<file path="config.mk">
export PLATFORM = sky130hd
export DESIGN_NAME = adc_sample_packetizer
export DESIGN_NICKNAME = d
export VERILOG_FILES = /design/src/rtl/adc_pkt_pkg.sv /design/src/rtl/adc_sample_packetizer.sv
export SDC_FILE = /design/constraint.sdc
export NUM_CORES = 1
export LEC_CHECK = 0
export CORE_UTILIZATION = 55
export DETAILED_ROUTE_END_ITERATION = 8
export HOLD_SLACK_MARGIN = 0.12
export PLACE_DENSITY_LB_ADDON = 0.3
export SYNTH_ARGS = -nofsm -noshare
export SYNTH_HDL_FRONTEND = slang
export SYNTH_SLANG_ARGS = --single-unit
</file>
<file path="constraint.sdc">
create_clock -name i_clk -period 6.55 [get_ports i_clk]
set_input_delay 0.9825 -clock i_clk [delete_from_list [all_inputs] [get_ports i_clk]]
set_output_delay 0.9825 -clock i_clk [all_outputs]
set_load 0.05 [all_outputs]
</file>
<file path="src/rtl/adc_pkt_pkg.sv">
// Shared types and helpers for the ADC sample packetizer.
// Imported by the RTL and by its bench.
package adc_pkt_pkg;

    localparam int BYTE_W   = 8;
    localparam int SAMPLE_W = 16;

    localparam logic [BYTE_W-1:0] HEADER_BYTE_DEF = 8'hA5;

    typedef enum logic [2:0] {
        IDLE,
        HDR,
        SEQ,
        WAIT_SMP,
        MSB,
        LSB,
        CSUM
    } state_t;

    // Byte that brings the 8-bit packet sum to zero.
    function automatic logic [BYTE_W-1:0] csum_of(input logic [BYTE_W-1:0] sum);
        return 8'h00 - sum;
    endfunction

endpackage

</file>
<file path="src/rtl/adc_sample_packetizer.sv">
// Pops 16-bit samples from an FWFT FIFO and frames them into
// header/seq/samples/checksum byte packets on a valid/ready stream.
module adc_sample_packetizer
    import adc_pkt_pkg::*;
#(
    parameter int                SAMPLES_PER_PKT = 4,
    parameter logic [BYTE_W-1:0] HEADER_BYTE     = HEADER_BYTE_DEF
) (
    input  logic                i_clk,
    input  logic                i_rst_n,
    input  logic                i_enable,
    input  logic [SAMPLE_W-1:0] i_fifo_data,
    input  logic                i_fifo_empty,
    output logic                o_fifo_rd,
    output logic [BYTE_W-1:0]   o_tx_data,
    output logic                o_tx_valid,
    input  logic                i_tx_ready,
    output logic                o_busy,
    output logic [BYTE_W-1:0]   o_seq
);

    localparam int CW = $clog2(SAMPLES_PER_PKT + 1);

    state_t              state_q, state_d;
    logic [BYTE_W-1:0]   data_q, data_d;
    logic                valid_q, valid_d;
    logic [BYTE_W-1:0]   seq_q, seq_d;
    logic [BYTE_W-1:0]   acc_q, acc_d;
    logic [SAMPLE_W-1:0] smp_q, smp_d;
    logic [CW-1:0]       cnt_q, cnt_d;

    logic                xfer;
    logic                fetch;
    logic                rd;
    logic [CW-1:0]       cnt_inc;
    logic [BYTE_W-1:0]   acc_nxt;

    assign xfer    = valid_q && i_tx_ready;
    assign cnt_inc = cnt_q + CW'(1);
    assign acc_nxt = acc_q + data_q;

    always_comb begin
        state_d = state_q;
        data_d  = data_q;
        valid_d = valid_q;
        seq_d   = seq_q;
        acc_d   = acc_q;
        smp_d   = smp_q;
        cnt_d   = cnt_q;
        fetch   = 1'b0;
        rd      = 1'b0;
        unique case (state_q)
            IDLE: begin
                if (i_enable && !i_fifo_empty) begin
                    state_d = HDR;
                    data_d  = HEADER_BYTE;
                    valid_d = 1'b1;
                end
            end
            HDR: begin
                if (xfer) begin
                    acc_d   = acc_nxt;
                    state_d = SEQ;
                    data_d  = seq_q;
                end
            end
            SEQ: begin
                if (xfer) begin
                    acc_d = acc_nxt;
                    fetch = 1'b1;
                end
            end
            WAIT_SMP: fetch = 1'b1;
            MSB: begin
                if (xfer) begin
                    acc_d   = acc_nxt;
                    state_d = LSB;
                    data_d  = smp_q[7:0];
                end
            end
            LSB: begin
                if (xfer) begin
                    acc_d = acc_nxt;
                    cnt_d = cnt_inc;
                    if (cnt_inc == CW'(SAMPLES_PER_PKT)) begin
                        state_d = CSUM;
                        data_d  = csum_of(acc_nxt);
                    end else begin
                        fetch = 1'b1;
                    end
                end
            end
            CSUM: begin
                if (xfer) begin
                    seq_d   = seq_q + 8'd1;
                    acc_d   = '0;
                    cnt_d   = '0;
                    valid_d = 1'b0;
                    state_d = IDLE;
                end
            end
            default: state_d = IDLE;
        endcase
        // Fetching on the same edge as the previous transfer keeps
        // the stream gap-free whenever the FIFO already holds a word.
        if (fetch) begin
            if (!i_fifo_empty) begin
                rd      = 1'b1;
                smp_d   = i_fifo_data;
                data_d  = i_fifo_data[15:8];
                valid_d = 1'b1;
                state_d = MSB;
            end else begin
                valid_d = 1'b0;
                state_d = WAIT_SMP;
            end
        end
    end

    always_ff @(posedge i_clk or negedge i_rst_n) begin
        if (!i_rst_n) begin
            state_q <= IDLE;
            data_q  <= '0;
            valid_q <= 1'b0;
            seq_q   <= '0;
            acc_q   <= '0;
            smp_q   <= '0;
            cnt_q   <= '0;
        end else begin
            state_q <= state_d;
            data_q  <= data_d;
            valid_q <= valid_d;
            seq_q   <= seq_d;
            acc_q   <= acc_d;
            smp_q   <= smp_d;
            cnt_q   <= cnt_d;
        end
    end

    assign o_fifo_rd  = rd;
    assign o_tx_data  = data_q;
    assign o_tx_valid = valid_q;
    assign o_busy     = (state_q != IDLE);
    assign o_seq      = seq_q;

endmodule

</file>
==> flow_summary_export.csv, run 1 <==
group,metric,value,unit
cells_and_area,mostFrequentLayoutCells,"nand2_1 (51), dfrtp_1 (39), clkdlybuf4s50_1 (38), a21oi_1 (25)",
flow_run,maxCapViolCount,0,
critical_path,crit_path_start_kind,"flop",
critical_path,crit_start,"state_q[1]",
grt,track_usage,29.0,%
grt,grt_pass1_vias,2454,
placement,placed_cell_area,3140,sq um
synth,avgSynthCellArea,8.34,sq um
clock_network,cts_setup_buffers,0,
timing,hold_violations,0,
route,viasPerCell,6.36,
die,die_w,72.5,um
timing,fmax,201,MHz
die,std_cell_rows,25,
grt,overflow,0,
timing,rsz0062_at_grt,"false",
route,drt_pass1_iterations,6,
critical_path,reg2reg_depth,8,
die,start_util,57.6,%
critical_path,worstSetupEndpointType,"primary output",
power_and_ir_drop,vdd_drop_max,0.281,mV
synth,synthesis.area,2740,sq um
critical_path,arrival,3980,ps
route,drtIter0Drc,277,
route,routed_wl,7290,um
route,antenna_left,0,
power_and_ir_drop,powerDensity,571,nW/um^2
cells_and_area,mostFrequentLayoutCell,"nand2_1",
timing,skew,10.5,ps
synth,synth_edf_count,0,
worst_hold_path,hp-start,"smp_q[4]",
clock_network,insertion_delay,300,ps
cells_and_area,stdcell_area,3240,sq um
synth,synth.distinct_cells,60,
synth,syn-num-nets,361,
clock_network,clkTransAtPathRegs,90,ps
route,wl_per_cell,17.2,um
cells_and_area,area_growth,18.2,%
timing,min_period,4970,ps
worst_hold_path,holdPathEnd,"smp_q[4]",
clock_network,cts_root_buffer,"clkbuf_8",
route,vias,2689,
synth,ys_seq_area_share,35.7,%
placement,io_buffers,39,
timing,fin_crit_sh,75.8,%
grt,antenna_found_initial,0,
clock_network,hold_buffers,0,
synth,synthFlopType,"dfrtp_1",
timing,worstMarginPinSlew,1020,ps
critical_path,critical_path_class,"flop to primary output",
die,die-area,5260,sq um
synth,ys_ff_latch,39,
synth,async_reset_ff_share,100,%
cells_and_area,n_fill_cell,397,
cells_and_area,nNetsFinal,388,
clock_network,post_cts.resized_instances,0,
critical_path,critPathMaxFanout,23,
grt,grt_max_degree,40,
placement,gp_congestion,0.890,
cells_and_area,drive_gt1_share,6.18,%
grt,grt_pass1_wl,11800,um
placement,place_hpwl,5250,um
critical_path,reg2reg_to,"o_tx_data[7]",
critical_path,worstPathRequired,5570,ps
worst_hold_path,worstHoldPathType,"flop to flop",
clock_network,cts.path.max_buffers,2,
synth,postSynthCellCount,328,
clock_network,cts_sinks,39,
worst_hold_path,whs_path_depth,2,
timing,relSlewSlack,31.8,%
critical_path,ff2ff_setup_slack,3220,ps
clock_network,tritoncts,"built",
synth,yosys_warnings,0,
die,pin_count,40,
clock_network,cts_buffers,5,
critical_path,reg2reg_from,"state_q[1]",
cells_and_area,n_antenna_cell,0,
timing,fin_setup_tns,0,ps
status,outcome,"finished, final reports clean",
die,die_h,72.5,um
power_and_ir_drop,leakage,1.35,nW
route,drc,0,
clock_network,htree_levels,2,
cells_and_area,final_util,68.1,%
timing,setup_viol,0,
die,core,4750,sq um
timing,slew_viol_final,0,
==> registers in the layout, summed over array words and instances (netlist names) <==
| signal | flops |
|---|---|
| acc_q | 8 |
| state_q | 3 |
| cnt_q | 3 |
| o_tx_data | 8 |
| o_seq | 8 |
| o_tx_valid | 1 |
| smp_q | 8 |
==> worst max-delay path, stage by stage (launching register included) <==
cell and delay, ps:
dfrtp_1 600, buf_4 310, inv_1 480, nor2_1 130, a31o_1 240, a31oi_2 830
inv_2 300, clkdlybuf4s50_1 790
==> kinds of logic after synthesis <==
family | Yosys count | synth area share (%)
simple gates | 122 | 21.6
compound gates | 105 | 26.2
buf+inv | 30 | 4.16
fa+ha+maj | 12 | 5.76
xor+xnor | 16 | 5.12
mux | 4 | 1.55
flops | 39 | 35.7
==> layer usage <==
metal | part of all wire, % | vias up | track usage [%]
met5 | 0 | - | 0
met4 | 2.5 | 0 | 10.0
met3 | 7.3 | 22 | 3.47
met2 | 47 | 153 | 48.6
met1 | 43 | 1246 | 38.8
li1 | - | 1268 | -
==> worst max-delay path by stage <==
stage	depth (start not counted)	slack, ps	end
floorplan	6	3420	o_fifo_rd
global placement	6	1720	o_fifo_rd
detailed placement	6	1630	o_fifo_rd
CTS	7	1600	o_fifo_rd
global route	7	1280	o_fifo_rd
finish	7	1580	o_fifo_rd
==> cell usage after synthesis (2+ instances only) <==
cell / count / share of area, %
o211ai_1: 2 / 0.55
clkbuf_1: 18 / 2.5
or2_2: 2 / 0.46
o22ai_1: 2 / 0.46
nand3_1: 8 / 1.5
nor3_1: 10 / 1.8
or3_1: 3 / 0.69
a22oi_1: 7 / 1.9
dfrtp_1: 39 / 36
o21ai_1: 3 / 0.55
mux2i_1: 2 / 0.73
a21oi_1: 25 / 4.6
o21ai_0: 21 / 3.8
mux2_2: 2 / 0.82
nor4_1: 2 / 0.46
and4_1: 2 / 0.64
a21boi_0: 2 / 0.55
nand4_1: 2 / 0.46
and3b_1: 2 / 0.64
and3_1: 5 / 1.1
xor2_1: 5 / 1.6
o31ai_1: 5 / 1.4
inv_2: 2 / 0.27
and2_1: 3 / 0.69
ha_1: 11 / 5.0
a221o_1: 3 / 1.1
a31oi_1: 2 / 0.46
o221ai_1: 3 / 0.96
a21o_1: 3 / 0.82
inv_1: 8 / 1.1
nor2b_1: 3 / 0.69
nand2_1: 51 / 7.0
a32o_1: 4 / 1.5
nor2_1: 21 / 2.9
a22o_1: 4 / 1.3
a221oi_1: 7 / 2.2
xnor2_1: 11 / 3.5
==> power breakdown <==
group | total (mW) | switching (mW) | internal [mW]
registers | 0.488 | 0.151 | 0.337
clock network | 0.171 | 0.0952 | 0.0762
logic | 1.19 | 0.736 | 0.452
total | 1.85 | 0.982 | 0.866
==> cell type report <==
| cell class | instances | area [sq um] | share of cell area [%] |
|---|---|---|---|
| repair buffers | 40 | 393 | 12.1 |
| well taps | 67 | 83.8 | 2.59 |
| inverters | 10 | 37.5 | 1.16 |
| clock buffers | 5 | 68.8 | 2.13 |
| flip-flops and latches | 39 | 976 | 30.2 |
| clock inverters | 3 | 23.8 | 0.735 |
| multi-input cells | 259 | 1650 | 51.1 |
==> through the flow <==
| stage | cells | hold WS, ps | total power, mW | worst slack [ps] |
|---|---|---|---|---|
| global route | 423 | 503 | 1.99 | 1280 |
| global placement | 415 | 462 | 1.61 | 1720 |
| CTS | 423 | 486 | 1.83 | 1600 |
| finish | 423 | 482 | 1.85 | 1580 |
| floorplan | 328 | 446 | 1.34 | 3420 |
| detailed placement | 415 | 466 | 1.64 | 1630 |
(Power assumes the default switching activity.)
==> run 2, diff against run 1 <==
--- a/config.mk
+++ b/config.mk
@@ -5,7 +5,7 @@
 export SDC_FILE = /design/constraint.sdc
 export NUM_CORES = 1
 export LEC_CHECK = 0
-export CORE_UTILIZATION = 55
+export CORE_UTILIZATION = 50
 export DETAILED_ROUTE_END_ITERATION = 8
 export HOLD_SLACK_MARGIN = 0.12
 export PLACE_DENSITY_LB_ADDON = 0.3
==> constraint.sdc (replaced) <==
create_clock -name i_clk -period 4.1 [get_ports i_clk]
set_input_delay 0.615 -clock i_clk [delete_from_list [all_inputs] [get_ports i_clk]]
set_output_delay 0.615 -clock i_clk [all_outputs]
set_load 0.05 [all_outputs]
==> flow_summary_export.csv, run 2 (synthesis results as in run 1) <==
group,metric,value,unit
clock_network,cts_setup_buffers,0,
power_and_ir_drop,seqPwrFrac,24.7,%
route,drtIter0Drc,256,
die,die-area,5770,sq um
clock_network,cts_buffers,5,
timing,fmax,308,MHz
die,pin_count,40,
timing,slew_viol_final,0,
clock_network,clkTransAtPathRegs,80,ps
cells_and_area,mostFrequentLayoutCell,"nand2_1",
critical_path,worstSetupEndpointType,"primary output",
grt,grt_max_degree,40,
clock_network,cts_sinks,39,
timing,hold_violations,0,
placement,gp_congestion,0.870,
power_and_ir_drop,leakage,1.37,nW
die,die_w,76.0,um
clock_network,post_cts.resized_instances,0,
power_and_ir_drop,swShare,51.8,%
power_and_ir_drop,p_sw,1.56,mW
timing,fin_setup_tns,0,ps
cells_and_area,area_growth,19.3,%
cells_and_area,stdcell_area,3270,sq um
route,wl_per_cell,17.4,um
timing,relSlewSlack,39.3,%
route,vias,2684,
cells_and_area,mostFrequentLayoutCells,"nand2_1 (51), dfrtp_1 (39), clkdlybuf4s50_1 (37), a21oi_1 (25)",
timing,min_period,3250,ps
route,drc,0,
route,viasPerCell,6.29,
status,outcome,"finished, final reports clean",
power_and_ir_drop,total_power,3.01,mW
clock_network,insertion_delay,300,ps
cells_and_area,n_antenna_cell,0,
cells_and_area,drive_gt1_share,6.72,%
timing,fin_crit_sh,79.3,%
cells_and_area,n_fill_cell,477,
timing,worstMarginPinSlew,910,ps
placement,placed_cell_area,3160,sq um
clock_network,cts_root_buffer,"clkbuf_8",
flow_run,maxCapViolCount,0,
power_and_ir_drop,power_frac_clock,10.7,%
die,start_util,52.6,%
clock_network,cts.path.max_buffers,2,
power_and_ir_drop,internal-power,1.45,mW
timing,rsz0062_at_grt,"false",
critical_path,critical_path_class,"input port to primary output",
die,std_cell_rows,26,
grt,grt_pass1_vias,2553,
clock_network,tritoncts,"built",
clock_network,hold_buffers,0,
grt,grt_pass1_wl,12600,um
power_and_ir_drop,powerDensity,920,nW/um^2
grt,overflow,0,
die,die_h,76.0,um
route,drt_pass1_iterations,6,
route,antenna_left,0,
cells_and_area,nNetsFinal,390,
critical_path,worstPathRequired,3480,ps
placement,io_buffers,39,
die,core,5200,sq um
route,routed_wl,7430,um
placement,place_hpwl,5220,um
power_and_ir_drop,vdd_drop_max,0.404,mV
worst_hold_path,worstHoldPathType,"input port to asynchronous set/reset pin",
critical_path,arrival,2640,ps
grt,antenna_found_initial,0,
critical_path,crit_path_start_kind,"input port",
critical_path,critPathMaxFanout,26,
timing,skew,3.25,ps
grt,track_usage,27.4,%
clock_network,htree_levels,2,
power_and_ir_drop,power_frac_comb,64.5,%
timing,setup_viol,0,
[run 2: cell types whose count changed in the layout (fill, tap and decap cells not counted), sizes merged]
| cell | delta |
|---|---|
| buf | +3 |
| bufinv | +1 |
| clkdlybuf4s50 | -1 |
| clkinvlp | -1 |
| inv | -1 |
[run 2: per-layer routing]
layer  track usage [%]  up-vias  routed length (um)
met4              10.2        0                 180
met1              36.2     1279                3160
met3              5.03       23                 437
met2              45.1      116                3660
met5                 0        -                   0
li1                  -     1266                   -
[run 2: power by group through the flow]
stage / Sequential, mW / Combinational [mW] / Clock (mW)
after floorplan: 0.829 / 1.32 / 0
after global placement: 0.738 / 1.84 / 0
after detailed placement: 0.743 / 1.89 / 0
after CTS: 0.737 / 1.91 / 0.325
after global routing: 0.771 / 2.12 / 0.340
final: 0.744 / 1.94 / 0.323
[run 2: path summary, 6_finish.rpt]
| check | startpoint | to | slack [ps] | depth (start not counted) |
|---|---|---|---|---|
| worst min-delay path | i_rst_n | acc_q[4] | 450 | 1 |
| worst max register to register | state_q[0] | o_tx_data[7] | 1290 | 6 |
| min in group i_clk | o_seq[7] | o_seq[7] | 490 | 1 |
| worst min register to register | o_seq[7] | o_seq[7] | 490 | 1 |
| max in group asynchronous | i_rst_n | state_q[0] | 3090 | 1 |
| worst max-delay path | i_tx_ready | o_fifo_rd | 850 | 7 |
[run 2: cell type report]
class,instances,area (sq um),share of cell area [%]
clock buffer,5,68.8,2.11
tap,70,87.6,2.68
timing repair buffer,42,405,12.4
sequential,39,976,29.9
multi-input combinational,259,1650,50.6
inverter,10,37.5,1.15
clock inverter,2,37.5,1.15
[run 2: critical path: stages]
cell and delay [ps]:
clkdlybuf4s50_1 540, nand2_2 310, nor4_1 360, a31oi_2 60, buf_4 260, inv_2 230, buf_4 250
[run 2: metrics by stage]
stage | util, % | setup slack, ps | cells | hold WS, ps
3_3_place_gp | 60.7 | 935 | 420 | 463
5_1_grt | 62.7 | 693 | 427 | 515
6_report | 62.7 | 849 | 427 | 448
3_5_place_dp | 60.7 | 874 | 420 | 480
4_1_cts | 62.7 | 869 | 427 | 484
2_1_floorplan | - | 1360 | 328 | 319
